==> config.mk <==
export PLATFORM = sky130hd
export DESIGN_NAME = sc_fifo_rd_width_conv_flat
export DESIGN_NICKNAME = d
export VERILOG_FILES = /design/src/rtl/sc_fifo_rd_width_conv_if.sv /design/src/rtl/sc_fifo_rd_width_conv.sv /design/src/flat_wrapper.sv
export SDC_FILE = /design/constraint.sdc
export NUM_CORES = 1
export LEC_CHECK = 0
export ABC_CLOCK_PERIOD_IN_PS = 3500
export CAP_MARGIN = 5
export CELL_PAD_IN_SITES_DETAIL_PLACEMENT = 1
export CELL_PAD_IN_SITES_GLOBAL_PLACEMENT = 1
export CORE_ASPECT_RATIO = 1.25
export CORE_MARGIN = 1.5
export CORE_UTILIZATION = 40
export CTS_CLUSTER_DIAMETER = 30
export DETAILED_ROUTE_END_ITERATION = 16
export GPL_TIMING_DRIVEN = 1
export PLACE_DENSITY_LB_ADDON = 0.1
export SETUP_SLACK_MARGIN = 0.5
export SLEW_MARGIN = 5
export SYNTH_ARGS = -nofsm -noshare
export SYNTH_HDL_FRONTEND = slang
export SYNTH_SLANG_ARGS = --single-unit
==> constraint.sdc <==
create_clock -name clk_i -period 3.5 [get_ports clk_i]
set_input_delay 0.7 -clock clk_i [delete_from_list [all_inputs] [get_ports clk_i]]
set_output_delay 0.7 -clock clk_i [all_outputs]
set_load 0.005 [all_outputs]
==> src/rtl/sc_fifo_rd_width_conv_if.sv <==
// Read-side bus of the FIFO width converter: the FIFO show-ahead port on one
// side, the narrow valid/ready beat stream on the other. Signal suffixes are
// from the converter's point of view.
interface sc_fifo_rd_width_conv_if #(
  parameter int DATA_W = 256,
  parameter int OUT_W  = 32
);
  logic [DATA_W-1:0] fifo_data_i;
  logic              fifo_empty_i;
  logic              fifo_rd_en_o;
  logic              flush_i;
  logic [OUT_W-1:0]  data_o;
  logic              valid_o;
  logic              ready_i;
  logic              last_beat_o;

  // Environment side: models the FIFO and the narrow consumer.
  modport master (
    output fifo_data_i, fifo_empty_i, flush_i, ready_i,
    input  fifo_rd_en_o, data_o, valid_o, last_beat_o
  );

  // Converter side.
  modport slave (
    input  fifo_data_i, fifo_empty_i, flush_i, ready_i,
    output fifo_rd_en_o, data_o, valid_o, last_beat_o
  );
endinterface

==> src/rtl/sc_fifo_rd_width_conv.sv <==
// Read-side width converter: pops DATA_W words from a show-ahead FIFO and
// streams them out as RATIO = DATA_W/OUT_W beats, least-significant slice
// first. A new word is popped in the same cycle the last beat of the previous
// one is accepted, so the output runs at one beat per clock across words.
module sc_fifo_rd_width_conv #(
  parameter int DATA_W = 256,
  parameter int OUT_W  = 32
) (
  input  logic                          clk_i,
  input  logic                          rst_i,
  sc_fifo_rd_width_conv_if.slave        bus
);

  localparam int RATIO = DATA_W / OUT_W;
  localparam int CNT_W = (RATIO > 1) ? $clog2(RATIO) : 1;
  localparam logic [CNT_W-1:0] CNT_LAST = CNT_W'(RATIO - 1);

  logic [DATA_W-1:0] hold_q, hold_d;
  logic [CNT_W-1:0]  cnt_q, cnt_d;
  logic              hold_valid_q, hold_valid_d;

  logic last_beat;
  logic fire;
  logic last_fire;
  logic pop;

  // Handshake decode; pop is combinational from ready_i so that the next word
  // is fetched in the same cycle the final slice leaves.
  always_comb begin
    last_beat = hold_valid_q & (cnt_q == CNT_LAST);
    fire      = hold_valid_q & bus.ready_i;
    last_fire = fire & last_beat;
    pop       = ~bus.fifo_empty_i & ~bus.flush_i & ~rst_i &
                (~hold_valid_q | last_fire);
  end

  assign bus.data_o       = hold_q[OUT_W-1:0];
  assign bus.valid_o      = hold_valid_q;
  assign bus.last_beat_o  = last_beat;
  assign bus.fifo_rd_en_o = pop;

  // Next-state selection: flush beats pop, pop beats a plain beat advance.
  // The hold register is left alone on flush; its content is don't-care
  // while hold_valid is low.
  always_comb begin
    hold_d       = hold_q;
    cnt_d        = cnt_q;
    hold_valid_d = hold_valid_q;
    if (bus.flush_i) begin
      hold_valid_d = 1'b0;
      cnt_d        = '0;
    end else if (pop) begin
      hold_d       = bus.fifo_data_i;
      cnt_d        = '0;
      hold_valid_d = 1'b1;
    end else if (last_fire) begin
      hold_valid_d = 1'b0;
      cnt_d        = '0;
    end else if (fire) begin
      hold_d       = hold_q >> OUT_W;
      cnt_d        = cnt_q + CNT_W'(1);
    end
  end

  // State registers; reset also clears the data hold so data_o reads zero.
  always_ff @(posedge clk_i) begin
    if (rst_i) begin
      hold_q       <= '0;
      cnt_q        <= '0;
      hold_valid_q <= 1'b0;
    end else begin
      hold_q       <= hold_d;
      cnt_q        <= cnt_d;
      hold_valid_q <= hold_valid_d;
    end
  end

endmodule

==> src/flat_wrapper.sv <==
// flat-port wrapper written by rule: the top's interface ports become plain ports
module sc_fifo_rd_width_conv_flat 
#(
  parameter int DATA_W = 256,
  parameter int OUT_W  = 32
)
  (clk_i, rst_i, bus_fifo_data_i, bus_fifo_empty_i, bus_flush_i, bus_ready_i, bus_fifo_rd_en_o, bus_data_o, bus_valid_o, bus_last_beat_o);
  sc_fifo_rd_width_conv_if #(.DATA_W(DATA_W), .OUT_W(OUT_W)) bus_i ();
  input  logic clk_i;
  input  logic rst_i;
  input wire logic [$bits(bus_i.fifo_data_i)-1:0] bus_fifo_data_i;
  input wire logic [$bits(bus_i.fifo_empty_i)-1:0] bus_fifo_empty_i;
  input wire logic [$bits(bus_i.flush_i)-1:0] bus_flush_i;
  input wire logic [$bits(bus_i.ready_i)-1:0] bus_ready_i;
  output wire logic [$bits(bus_i.fifo_rd_en_o)-1:0] bus_fifo_rd_en_o;
  output wire logic [$bits(bus_i.data_o)-1:0] bus_data_o;
  output wire logic [$bits(bus_i.valid_o)-1:0] bus_valid_o;
  output wire logic [$bits(bus_i.last_beat_o)-1:0] bus_last_beat_o;
  assign bus_i.fifo_data_i = bus_fifo_data_i;
  assign bus_i.fifo_empty_i = bus_fifo_empty_i;
  assign bus_i.flush_i = bus_flush_i;
  assign bus_i.ready_i = bus_ready_i;
  assign bus_fifo_rd_en_o = bus_i.fifo_rd_en_o;
  assign bus_data_o = bus_i.data_o;
  assign bus_valid_o = bus_i.valid_o;
  assign bus_last_beat_o = bus_i.last_beat_o;
  sc_fifo_rd_width_conv #(.DATA_W(DATA_W), .OUT_W(OUT_W)) u_core (.clk_i(clk_i), .rst_i(rst_i), .bus(bus_i));
endmodule
==> impl_results.md <==
* Run status: completed
* End of the worst register-to-register path: u_core.hold_q[82]
* DRC violation count after routing at 0
* Fraction of power consumed by the clock network at between 50% and 60%
* Dominant synthesized flop cell: dfxtp_1
* Slack of the worst reg-to-reg path at 800 ps
* Number of placement rows at between 70 and 80
* CP arrival at 2130 ps
* Data required time of the critical path at between 2000 and 3000 ps
* Part of the power in registers at 32.1%
* Max_cap viols at 0
* Post-route setup TNS at 0 ps
* Count of input and output buffers at ~300
* Async set or reset register ratio after synthesis at 0%
* Pwr per Cell Area at 594 mW/mm2
* Maximum operating frequency at 353 MHz
* Number of flops mapped to enable cells by yosys at 0
* Pin count of the biggest net entering global routing at 225
* Number of instances in the synthesized netlist at 1414
* Number of antenna violations at the first check in global routing at 6
* Initial standard-cell utilization of the core at 40.9%
* Synthesis-to-layout area growth at 38.6%
* Overall fraction of global-route tracks in use at 23.7%
* Die area at 0.0319 mm2
* Clock transition at path regs at 50 ps
* Number of register bits inferred by synthesis at 260
* Final weighted congestion of routability-driven global placement at 0.751
* Final critical path time including I/O delays and setup at 2830 ps
* Number of standard cells in the final layout excluding fillers at 2061
* Router iterations before antenna repair at 4
* Post-synthesis cell type count at 29
* Synth warnings at 0
* Total CTS buffers at 54
* Setup-violating endpoint count in the final report at 0
* Worst R2R Start: u_core.cnt_q[0]
* Average instance area after synthesis at a little under 9 um2
* Leakage power of the design at around 5.9 nW
* Net total in the final layout at 1875
* Cells traversed along the worst timing path: clkdlybuf4s50_1 -> or2_1 -> or3_4 -> inv_8 -> dlygate4sd2_1
* Placed insts at 1956
* Per-cell via count in the routed design at 5.27
* Switch share at 23.8%
* Hold_sp: u_core.hold_q[252]
* TritonCTS sink count at 260
* Horiz. Die Dim at 160 um
* Worst skew pair latency at about 560 ps
* Worst slew margin relative to its limit at 28.9%
* Gr ovfl total at 0
* Endpoint type of the worst setup path: primary output
* Least-Margin Pin Slew at around 1100 ps
* Floorplan Core Area at 0.0302 mm2
* Number of global-route vias before repair at roughly 11k
* R2R depth at 9
* Final routed wirelength across all metal layers at 38500 um
* Master of the slowest instance on the critical path: or3_4
* Cell internal pwr at 7.75 mW
* DP HPWL at 23200 um
* Type of element launching the critical path: input pin
* Max FO, Critical Path at 3
* Leading cell types by total area after synthesis: dfxtp_1, a211oi_2, nor2_1, a21oi_1, nand2_1
* Num ports at 296
* Final Hold Violating Endpoints at 0
* Max Slew Vio Count at 0
* Root buf cell: clkbuf_16
* Crit path from: bus_flush_i
* Class of the most critical setup path: in2out
* Number of buffers inserted by hold repair at cts at 0
* End-of-flow core utilization at 56.6%
* Height of the chip at 199 um
* Min-delay worst type: reg2reg
* Largest incremental delay on the critical path at 440 ps
* Vias post-DR at 10.9k
* Skew final at 23.2 ps
* Peak VDD IR at 0.000380 V
* Antenna Nets Post-Route at 0
* Combinational share of power at around 12%
* Routed WL per cell at around 19 um
* Share of the synthesized area in the top cell type at between 40% and 50%
* Layout cell share with drive strength beyond 1 at 21.6%
* CTS max path bufs at 3
* Setup repair after global routing missed its margin: no
* Register area share after synthesis at between 40% and 50%
* Combined area of all synthesized cells at roughly 0.012 mm2
* First DRT Iteration DRCs at 618
* Number of filler instances in the final layout at 3415
* Hold path endpoint: u_core.hold_q[220]
* Clock tree from TritonCTS: built
* Hold-critical path depth at 2
* H-tree depth at 2
* Net Count, Synth at 1677
* First-pass GRT wire length at 61600 um
* Post-route clock period utilization at between 80% and 90%
* Switching pwr at ~2.4 mW
* Cell taking the most area after synthesis: dfxtp_1
[worst max-delay path, delay by kind of cell]
| kind | cells | cell delay (ps) |
|---|---|---|
| buffers and inverters | 3 | 720 |
| and+or+nand+nor | 2 | 710 |
[layout make-up]
| type | count | area [um2] | area share [%] |
|---|---|---|---|
| Multi-Input combinational cell | 984 | 6170 | 36.0 |
| Sequential cell | 260 | 5200 | 30.4 |
| Timing Repair Buffer | 310 | 3170 | 18.5 |
| Clock buffer | 71 | 1570 | 9.16 |
| Tap cell | 401 | 502 | 2.93 |
| Clock inverter | 29 | 473 | 2.76 |
| Inverter | 2 | 15.0 | 0.0878 |
| Antenna cell | 4 | 10.0 | 0.0585 |
[state kept, by name (all words and copies together) (netlist names)]
name                flops
u_core.bus.valid_o      1
u_core.hold_q         256
u_core.cnt_q            3
[layer usage]
| layer | global-route usage [%] | up-vias | share of wire [%] |
|---|---|---|---|
| li1 | - | 5297 | - |
| met1 | 30.6 | 5273 | 46 |
| met2 | 39.5 | 253 | 48 |
| met3 | 5.09 | 44 | 4.9 |
| met4 | 7.48 | 2 | 1.7 |
| met5 | 0 | - | 0.034 |
[power groups by stage]
| stage | Sequential, mW | Combinational (mW) | Clock [mW] |
|---|---|---|---|
| finish | 3.26 | 1.23 | 5.68 |
| global route | 3.28 | 1.34 | 5.93 |
| CTS | 3.26 | 1.24 | 5.77 |
| detailed placement | 3.31 | 1.22 | 0 |
| global placement | 3.30 | 1.20 | 0 |
| floorplan | 3.28 | 0.758 | 0 |
[layout by cell type, fill, tap and decap left out, drive strengths merged, types with 2 or more instances in the layout]
master | Yosys | final
a22oi | 32 | 32
dfxtp | 260 | 260
nand3 | 2 | 2
nor2 | 260 | 260
clkinvlp | 0 | 5
clkinv | 1 | 10
buf | 98 | 16
nand2 | 227 | 227
bufinv | 0 | 12
diode | 0 | 4
nor2b | 2 | 2
a21oi | 226 | 226
ha | 2 | 2
a211oi | 224 | 224
clkdlybuf4s50 | 0 | 293
inv | 1 | 4
clkbuf | 70 | 71
[Yosys cell counts, types with 2 or more instances]
| master | count |
|---|---|
| dfxtp_1 | 260 |
| nor2_1 | 260 |
| nand2_1 | 227 |
| a211oi_2 | 200 |
| a21oi_1 | 185 |
| clkbuf_1 | 70 |
| a21oi_2 | 41 |
| buf_4 | 34 |
| buf_2 | 33 |
| a22oi_1 | 32 |
| a211oi_1 | 24 |
| buf_6 | 20 |
| buf_1 | 9 |
| ha_1 | 2 |
| nand3_1 | 2 |
| nor2b_1 | 2 |
[worst max path at each step]
stage                        endpoint
floorplan            bus_fifo_rd_en_o
global placement     bus_fifo_rd_en_o
detailed placement  u_core.hold_q[82]
CTS                  bus_fifo_rd_en_o
global route         bus_fifo_rd_en_o
finish               bus_fifo_rd_en_o
[metrics by stage]
step                      hold WS, ps  area, um2  worst slack [ps]  power (mW)
after detailed placement          451      15000               350        4.53
final                             455      17100               671        10.2
after global placement            446      15000               398        4.51
after global routing              482      17100               614        10.6
after floorplan                   437      12300               886        4.04
after CTS                         458      17100               678        10.3
[cells by family (layout without fill, tap and decap cells)]
kind of cell,after synthesis,after routing,synth area share [%]
compound gates,486,486,34.4
xor+xnor,1,1,0.0709
flops,260,260,42.2
other cells,0,4,0
fa+ha+maj,2,2,0.203
simple gates,495,495,15.2
buf+inv,170,412,8.02
[what timing repair did]
action,in CTS,in global routing
buffers inserted,1,0
endpoints found under the setup margin,1,0
resized for setup,3,0
No activity file was read; power rests on OpenSTA's default activity.
